==> src/rtl/div_unit.sv <==
// -----------------------------------------------------------------------------
// div_unit
//
// Iterative radix-2 restoring divider. It produces one quotient bit per clock,
// so a full operation takes WIDTH cycles in CALC. There are two bypass cases,
// and each finishes one edge after accept:
//   * divisor == 0       -> quotient = all ones, remainder = dividend (raw bits)
//   * signed overflow    -> quotient = most-negative value, remainder = 0
//     (this case applies only when signed support is compiled in)
//
// Configuration macro:
//   DIV_UNIT_SIGNED_EN  - when defined, is_signed is honoured. The quotient
//                         truncates toward zero and the remainder takes the sign
//                         of the dividend. When the macro is undefined, the port
//                         is still present but every operation is unsigned.
//
// Ports:
//   clk        rising-edge clock
//   rst_n      asynchronous active-low reset
//   in_valid   operand pair present
//   in_ready   unit can accept operands (high only in IDLE)
//   dividend   numerator, WIDTH bits
//   divisor    denominator, WIDTH bits
//   is_signed  treat operands as two's complement (sampled on accept)
//   out_valid  quotient/remainder valid (high only in DONE)
//   out_ready  consumer accepts the result
//   quotient   registered quotient, WIDTH bits
//   remainder  registered remainder, WIDTH bits
// -----------------------------------------------------------------------------
module div_unit #(
    parameter int WIDTH = 32
) (
    input  logic             clk,
    input  logic             rst_n,
    input  logic             in_valid,
    output logic             in_ready,
    input  logic [WIDTH-1:0] dividend,
    input  logic [WIDTH-1:0] divisor,
    input  logic             is_signed,
    output logic             out_valid,
    input  logic             out_ready,
    output logic [WIDTH-1:0] quotient,
    output logic [WIDTH-1:0] remainder
);

    localparam int CNT_W = $clog2(WIDTH) + 1;
    localparam logic [WIDTH-1:0] MIN_NEG  = {1'b1, {(WIDTH-1){1'b0}}};
    localparam logic [WIDTH-1:0] ALL_ONES = {WIDTH{1'b1}};
    localparam logic [CNT_W-1:0] LAST_ITER = CNT_W'(WIDTH - 1);

    typedef enum logic [1:0] {
        IDLE = 2'd0,
        CALC = 2'd1,
        DONE = 2'd2
    } state_t;

    state_t state, state_next;

    // Signed views of the operands. They are used only to find the sign and
    // the magnitude.
    logic signed [WIDTH-1:0] dividend_s;
    logic signed [WIDTH-1:0] divisor_s;

    logic op_signed;
    logic accept;
    logic div_zero;
    logic div_ovf;

    // Iteration state
    logic [WIDTH-1:0] dvd_q;     // dividend magnitude; quotient bits shift in at the LSB
    logic [WIDTH-1:0] dvs_q;     // divisor magnitude
    logic [WIDTH-1:0] rem_q;     // partial remainder, always < dvs_q
    logic             neg_quo_q;
    logic             neg_rem_q;
    logic             byp_zero_q;
    logic             byp_ovf_q;
    logic [CNT_W-1:0] cnt_q;

    // One restoring step
    logic [WIDTH:0]   shifted;
    logic [WIDTH-1:0] diff;
    logic             fits;
    logic [WIDTH-1:0] rem_next;
    logic [WIDTH-1:0] dvd_next;

    // -------------------------------------------------------------------------
    // Helpers
    // -------------------------------------------------------------------------
    // Magnitude of a two's complement value. For the most-negative value, the
    // unsigned bit pattern is already the correct magnitude.
    function automatic logic [WIDTH-1:0] magnitude(input logic signed [WIDTH-1:0] v,
                                                   input logic                    sgn);
        logic signed [WIDTH-1:0] neg_v;
        neg_v = -v;
        if (sgn && (v < 0))
            magnitude = neg_v;
        else
            magnitude = v;
    endfunction

    function automatic logic [WIDTH-1:0] apply_sign(input logic [WIDTH-1:0] mag,
                                                    input logic             neg);
        if (neg)
            apply_sign = ~mag + WIDTH'(1);
        else
            apply_sign = mag;
    endfunction

    // -------------------------------------------------------------------------
    // Operand qualification
    // -------------------------------------------------------------------------
`ifdef DIV_UNIT_SIGNED_EN
    assign op_signed = is_signed;
`else
    assign op_signed = is_signed & 1'b0;
`endif

    assign dividend_s = dividend;
    assign divisor_s  = divisor;

    assign accept   = in_valid && (state == IDLE);
    assign div_zero = (divisor == '0);
    assign div_ovf  = op_signed && (dividend == MIN_NEG) && (divisor == ALL_ONES);

    // -------------------------------------------------------------------------
    // Restoring step. The shifted value can be up to WIDTH+1 bits wide. When its
    // top bit is set, it is certainly >= the divisor. The subtraction result
    // always fits in WIDTH bits, so a WIDTH-bit difference is enough.
    // -------------------------------------------------------------------------
    always_comb begin
        shifted  = {rem_q, dvd_q[WIDTH-1]};
        diff     = shifted[WIDTH-1:0] - dvs_q;
        fits     = shifted[WIDTH] || (shifted[WIDTH-1:0] >= dvs_q);
        rem_next = fits ? diff : shifted[WIDTH-1:0];
        dvd_next = {dvd_q[WIDTH-2:0], fits};
    end

    // -------------------------------------------------------------------------
    // FSM: state register
    // -------------------------------------------------------------------------
    always_ff @(posedge clk or negedge rst_n) begin
        if (!rst_n)
            state <= IDLE;
        else
            state <= state_next;
    end

    // -------------------------------------------------------------------------
    // FSM: next state
    // -------------------------------------------------------------------------
    always_comb begin
        state_next = state;
        unique case (state)
            IDLE: if (in_valid) state_next = CALC;
            CALC: if (byp_zero_q || byp_ovf_q || (cnt_q == LAST_ITER)) state_next = DONE;
            DONE: if (out_ready) state_next = IDLE;
            default: state_next = IDLE;
        endcase
    end

    // -------------------------------------------------------------------------
    // FSM: outputs
    // -------------------------------------------------------------------------
    always_comb begin
        in_ready  = (state == IDLE);
        out_valid = (state == DONE);
    end

    // -------------------------------------------------------------------------
    // Control and result registers (reset)
    // -------------------------------------------------------------------------
    always_ff @(posedge clk or negedge rst_n) begin
        if (!rst_n) begin
            cnt_q      <= '0;
            byp_zero_q <= 1'b0;
            byp_ovf_q  <= 1'b0;
            quotient   <= '0;
            remainder  <= '0;
        end else if (accept) begin
            cnt_q      <= '0;
            byp_zero_q <= div_zero;
            byp_ovf_q  <= div_ovf;
        end else if (state == CALC) begin
            cnt_q <= cnt_q + CNT_W'(1);
            if (byp_zero_q) begin
                quotient  <= ALL_ONES;
                remainder <= dvd_q;
            end else if (byp_ovf_q) begin
                quotient  <= MIN_NEG;
                remainder <= '0;
            end else if (cnt_q == LAST_ITER) begin
                quotient  <= apply_sign(dvd_next, neg_quo_q);
                remainder <= apply_sign(rem_next, neg_rem_q);
            end
        end
    end

    // -------------------------------------------------------------------------
    // Iteration datapath (no reset; every field is loaded on accept)
    // -------------------------------------------------------------------------
    always_ff @(posedge clk) begin
        if (accept) begin
            // A zero divisor must return the dividend unmodified, so the raw
            // bits are kept instead of the magnitude.
            dvd_q     <= div_zero ? dividend : magnitude(dividend_s, op_signed);
            dvs_q     <= magnitude(divisor_s, op_signed);
            rem_q     <= '0;
            neg_quo_q <= op_signed && ((dividend_s < 0) != (divisor_s < 0));
            neg_rem_q <= op_signed && (dividend_s < 0);
        end else if (state == CALC) begin
            dvd_q <= dvd_next;
            rem_q <= rem_next;
        end
    end

endmodule

==> config.mk <==
export PLATFORM = sky130hd
export DESIGN_NAME = div_unit
export DESIGN_NICKNAME = d
export VERILOG_FILES = /design/src/rtl/div_unit.sv
export SDC_FILE = /design/constraint.sdc
export NUM_CORES = 1
export LEC_CHECK = 0
export ABC_AREA = 1
export CAP_MARGIN = 25
export CORE_MARGIN = 4
export CORE_UTILIZATION = 48
export DETAILED_ROUTE_END_ITERATION = 10
export GPL_ROUTABILITY_DRIVEN = 1
export PLACE_DENSITY_LB_ADDON = 0.05
export SETUP_SLACK_MARGIN = 0.05
export SKIP_CTS_REPAIR_TIMING = 1
export SLEW_MARGIN = 20
export SYNTH_ARGS = -nofsm -noshare
export SYNTH_HDL_FRONTEND = slang
export SYNTH_SLANG_ARGS = --single-unit
==> constraint.sdc <==
create_clock -name clk -period 5.48 [get_ports clk]
set_clock_uncertainty 0.2 [all_clocks]
set_input_delay 1.096 -clock clk [delete_from_list [all_inputs] [get_ports clk]]
set_output_delay 1.096 -clock clk [all_outputs]
set_load 0.05 [all_outputs]
==> flow_metrics.tcl <==
set metrics [dict create \
    reg2reg_to "remainder[19]" \
    max_slew_margin_pct 53.5 \
    place.gp.congestion 0.959 \
    hold_viol 0 \
    p_int_mw 4.06 \
    place_hpwl_mm 19.8 \
    cp-start-kind "flop" \
    cap_violations 0 \
    drv_slew 0 \
    crit_path_start "dvd_q[31]" \
    antenna_found_initial 0 \
    worstPathArrival_ps 3540 \
    dieArea_mm2 0.0225 \
    cts-root-buf "clkbuf_16" \
    grt_pass1_wl_mm 42.3 \
    cts_num_sinks 169 \
    crit_type "reg2reg" \
    p_switching_mw 4.07 \
    synth_edf_count 64 \
    ir_drop_mv 0.397 \
    r2r-start "dvd_q[31]" \
    syn_inst 1289 \
    syn2layout_area_growth_pct 22.3 \
    tightest_slew_ps 696 \
    path_depth 16 \
    endpoint "remainder[19]" \
    hold_class "reg2reg" \
    grt_overflow 0 \
    power_density_mw_per_mm2 687 \
    final.min_clock_period_ps 3350 \
    seqPwrFrac_pct 28.0 \
    yosysWarningCount 0 \
    fmax_ghz 0.298 \
    num_io_pins 135 \
    path_clk_slew_ps 70 \
    ys.flop_type "dfrtp_1" \
    report.power.total_mw 8.13 \
    critPathBufInv 2 \
    async_flop_share_pct 43.2 \
    fillers 1884 \
    dieHeight_um 150 \
    avgSynthCellArea_um2 7.51 \
    fp.coreArea_mm2 0.0197 \
    synth_fp_nets 1392 \
    via_per_inst 5.05 \
    comb_power_share_pct 57.1 \
    cp-end-kind "flop" \
    cts_htree_levels 4 \
    crit_chain "inv_1, ha_1, fa_1, inv_1, nand2_1, nand2_1, nand3_1, nand2_2, nand2_1, nand3_2, nand2_4, nand2_4, nand3_1, nand3_1, nand2_1, nand2_1" \
    p_sw_share_pct 50.1 \
    route.vias.total 8509 \
    core.rowCount 51 \
    insertion_delay_ps 440 \
    port-buffer-count 133 \
    drc 0 \
    fin_setup_tns_ps 0 \
    outcome "finished, final reports clean" \
    reg2reg_slack_ps 2130 \
    dr.pass1.iters 5 \
    grt_pass1_vias 8076 \
    leakagePower_nw 5.81 \
    setup_viol 0 \
    max_stage_delay_ps 520 \
    drt-wirelength-per-cell_um 16.0 \
    drive_gt1_share_pct 5.85 \
    critPathTopFamily "simple AND/OR/NAND/NOR gates" \
    critPathMaxFanout 40 \
    finalCoreUtilization_pct 60.2 \
    netlist_area_mm2 0.00968 \
    rsz0062_at_grt "no" \
    cts-buffers-inserted 17 \
    die_w_um 150 \
    synth_seq_cells 169 \
    routed_wl_mm 27.0 \
    ys_types 46 \
    grt.total_usage_pct 24.2 \
    grt_max_degree 98 \
    initialDrtViolationCount 646 \
    whs_ps 279 \
    antennaDiodeCount 0 \
    clockBufferDepth 2 \
    cts_tree "built" \
    synth_sequential_area_ratio_pct 45.4 \
    p_clk_share_pct 15.0 \
    finalNetCount 1510 \
    r2r_cells 16 \
    crit_path_frequent_cell "nand2_1" \
    slowest_stage "nand2_4" \
    start_util_pct 49.2 \
    final_antenna_net_count 0 \
    required_ps 5660 \
    fin_crit_sh_pct 61.2 \
]
## cells by family (layout without fill, tap and decap cells)
logic type      after synthesis  after routing  synth area share (%)
fa+ha+maj                    34             34                  4.47
simple gates                627            627                  27.6
buf+inv                     257            388                  10.7
xor+xnor                     14             14                  1.27
compound gates              188            188                  10.6
flops                       169            169                  45.4
## worst min-delay path: cells and delay by family (launching register included)
family	cells	cell delay, ps
flops	1	340
simple gates	2	100
## cells in the final DEF, fill, tap and decap left out, drive strengths merged, types with 2 or more instances in the layout
cell type and n:
a21oi 76, a31oi 27, and2 4, and3 2, buf 11, clkbuf 17, clkdlybuf4s50 132, clkinv 8
dfrtp 73, dfxtp 32, edfxtp 64, ha 33, inv 220, nand2 409, nand3 102, nand4 8
nor2 86, nor3 6, nor4 8, o21ai 76, o22ai 4, xnor2 3, xor2 11
## power by group through the flow
| stage | clock network [mW] | registers [mW] | logic [mW] |
|---|---|---|---|
| after floorplan | 0 | 3.00 | 2.55 |
| after global placement | 0 | 2.28 | 4.57 |
| after detailed placement | 0 | 2.29 | 4.63 |
| after CTS | 1.24 | 2.27 | 4.66 |
| after global routing | 1.29 | 2.32 | 5.12 |
| final | 1.22 | 2.27 | 4.64 |
## how the worst min path moves through the flow
stage             startpoint            end  slack, ps  cells after the start
2_1_floorplan       rem_q[1]       rem_q[1]        250                      2
3_3_place_gp   remainder[29]  remainder[29]        260                      2
3_5_place_dp   remainder[29]  remainder[29]        270                      2
4_1_cts        remainder[29]  remainder[29]        280                      2
5_1_grt        remainder[16]  remainder[16]        310                      2
6_report       remainder[31]  remainder[31]        280                      2
## routing by layer
metal  wire (µm)  track usage (%)
met4         461             6.82
met3        1340             4.09
met5           0                0
met1       11800             31.5
met2       13500             41.6
## per-stage QoR
stage | instance area [µm²] | setup slack, ps | std cells
4_1_cts | 11800 | 2150 | 1683
3_3_place_gp | 11200 | 2140 | 1650
3_5_place_dp | 11200 | 2090 | 1651
5_1_grt | 11800 | 1930 | 1685
6_report | 11800 | 2130 | 1685
2_1_floorplan | 9680 | 2120 | 1289
## state kept, by name, summed over array words and instances, names as in the netlist
name,flops
dvd_q,32
dvs_q,32
quotient,32
rem_q,32
remainder,32
cnt_q,6
state,2
byp_zero_q,1
## synthesized netlist by cell type, drive strengths merged (2+ instances only)
cell | number | area share [%]
edfxtp | 64 | 20
dfxtp | 32 | 6.6
dfrtp | 73 | 19
and3 | 2 | 0.13
o22ai | 4 | 0.26
and2 | 4 | 0.28
ha | 33 | 4.3
nand4 | 8 | 0.52
nor2 | 86 | 3.6
nor4 | 8 | 0.52
xnor2 | 3 | 0.27
inv | 212 | 8.2
a21oi | 76 | 4.0
nand3 | 102 | 5.6
buf | 22 | 1.6
clkbuf | 22 | 0.85
nor3 | 6 | 0.48
o21ai | 76 | 4.2
a31oi | 27 | 1.7
xor2 | 11 | 1.0
nand2 | 409 | 16
## layout make-up
class	count	area [µm²]	share of cell area [%]
Sequential cell	169	4390	37.1
Multi-Input combinational cell	863	4250	35.9
Timing Repair Buffer	143	1470	12.4
Inverter	213	800	6.75
Clock buffer	17	425	3.59
Tap cell	265	332	2.80
Clock inverter	15	175	1.48
Power figures use the tool's default switching activity.
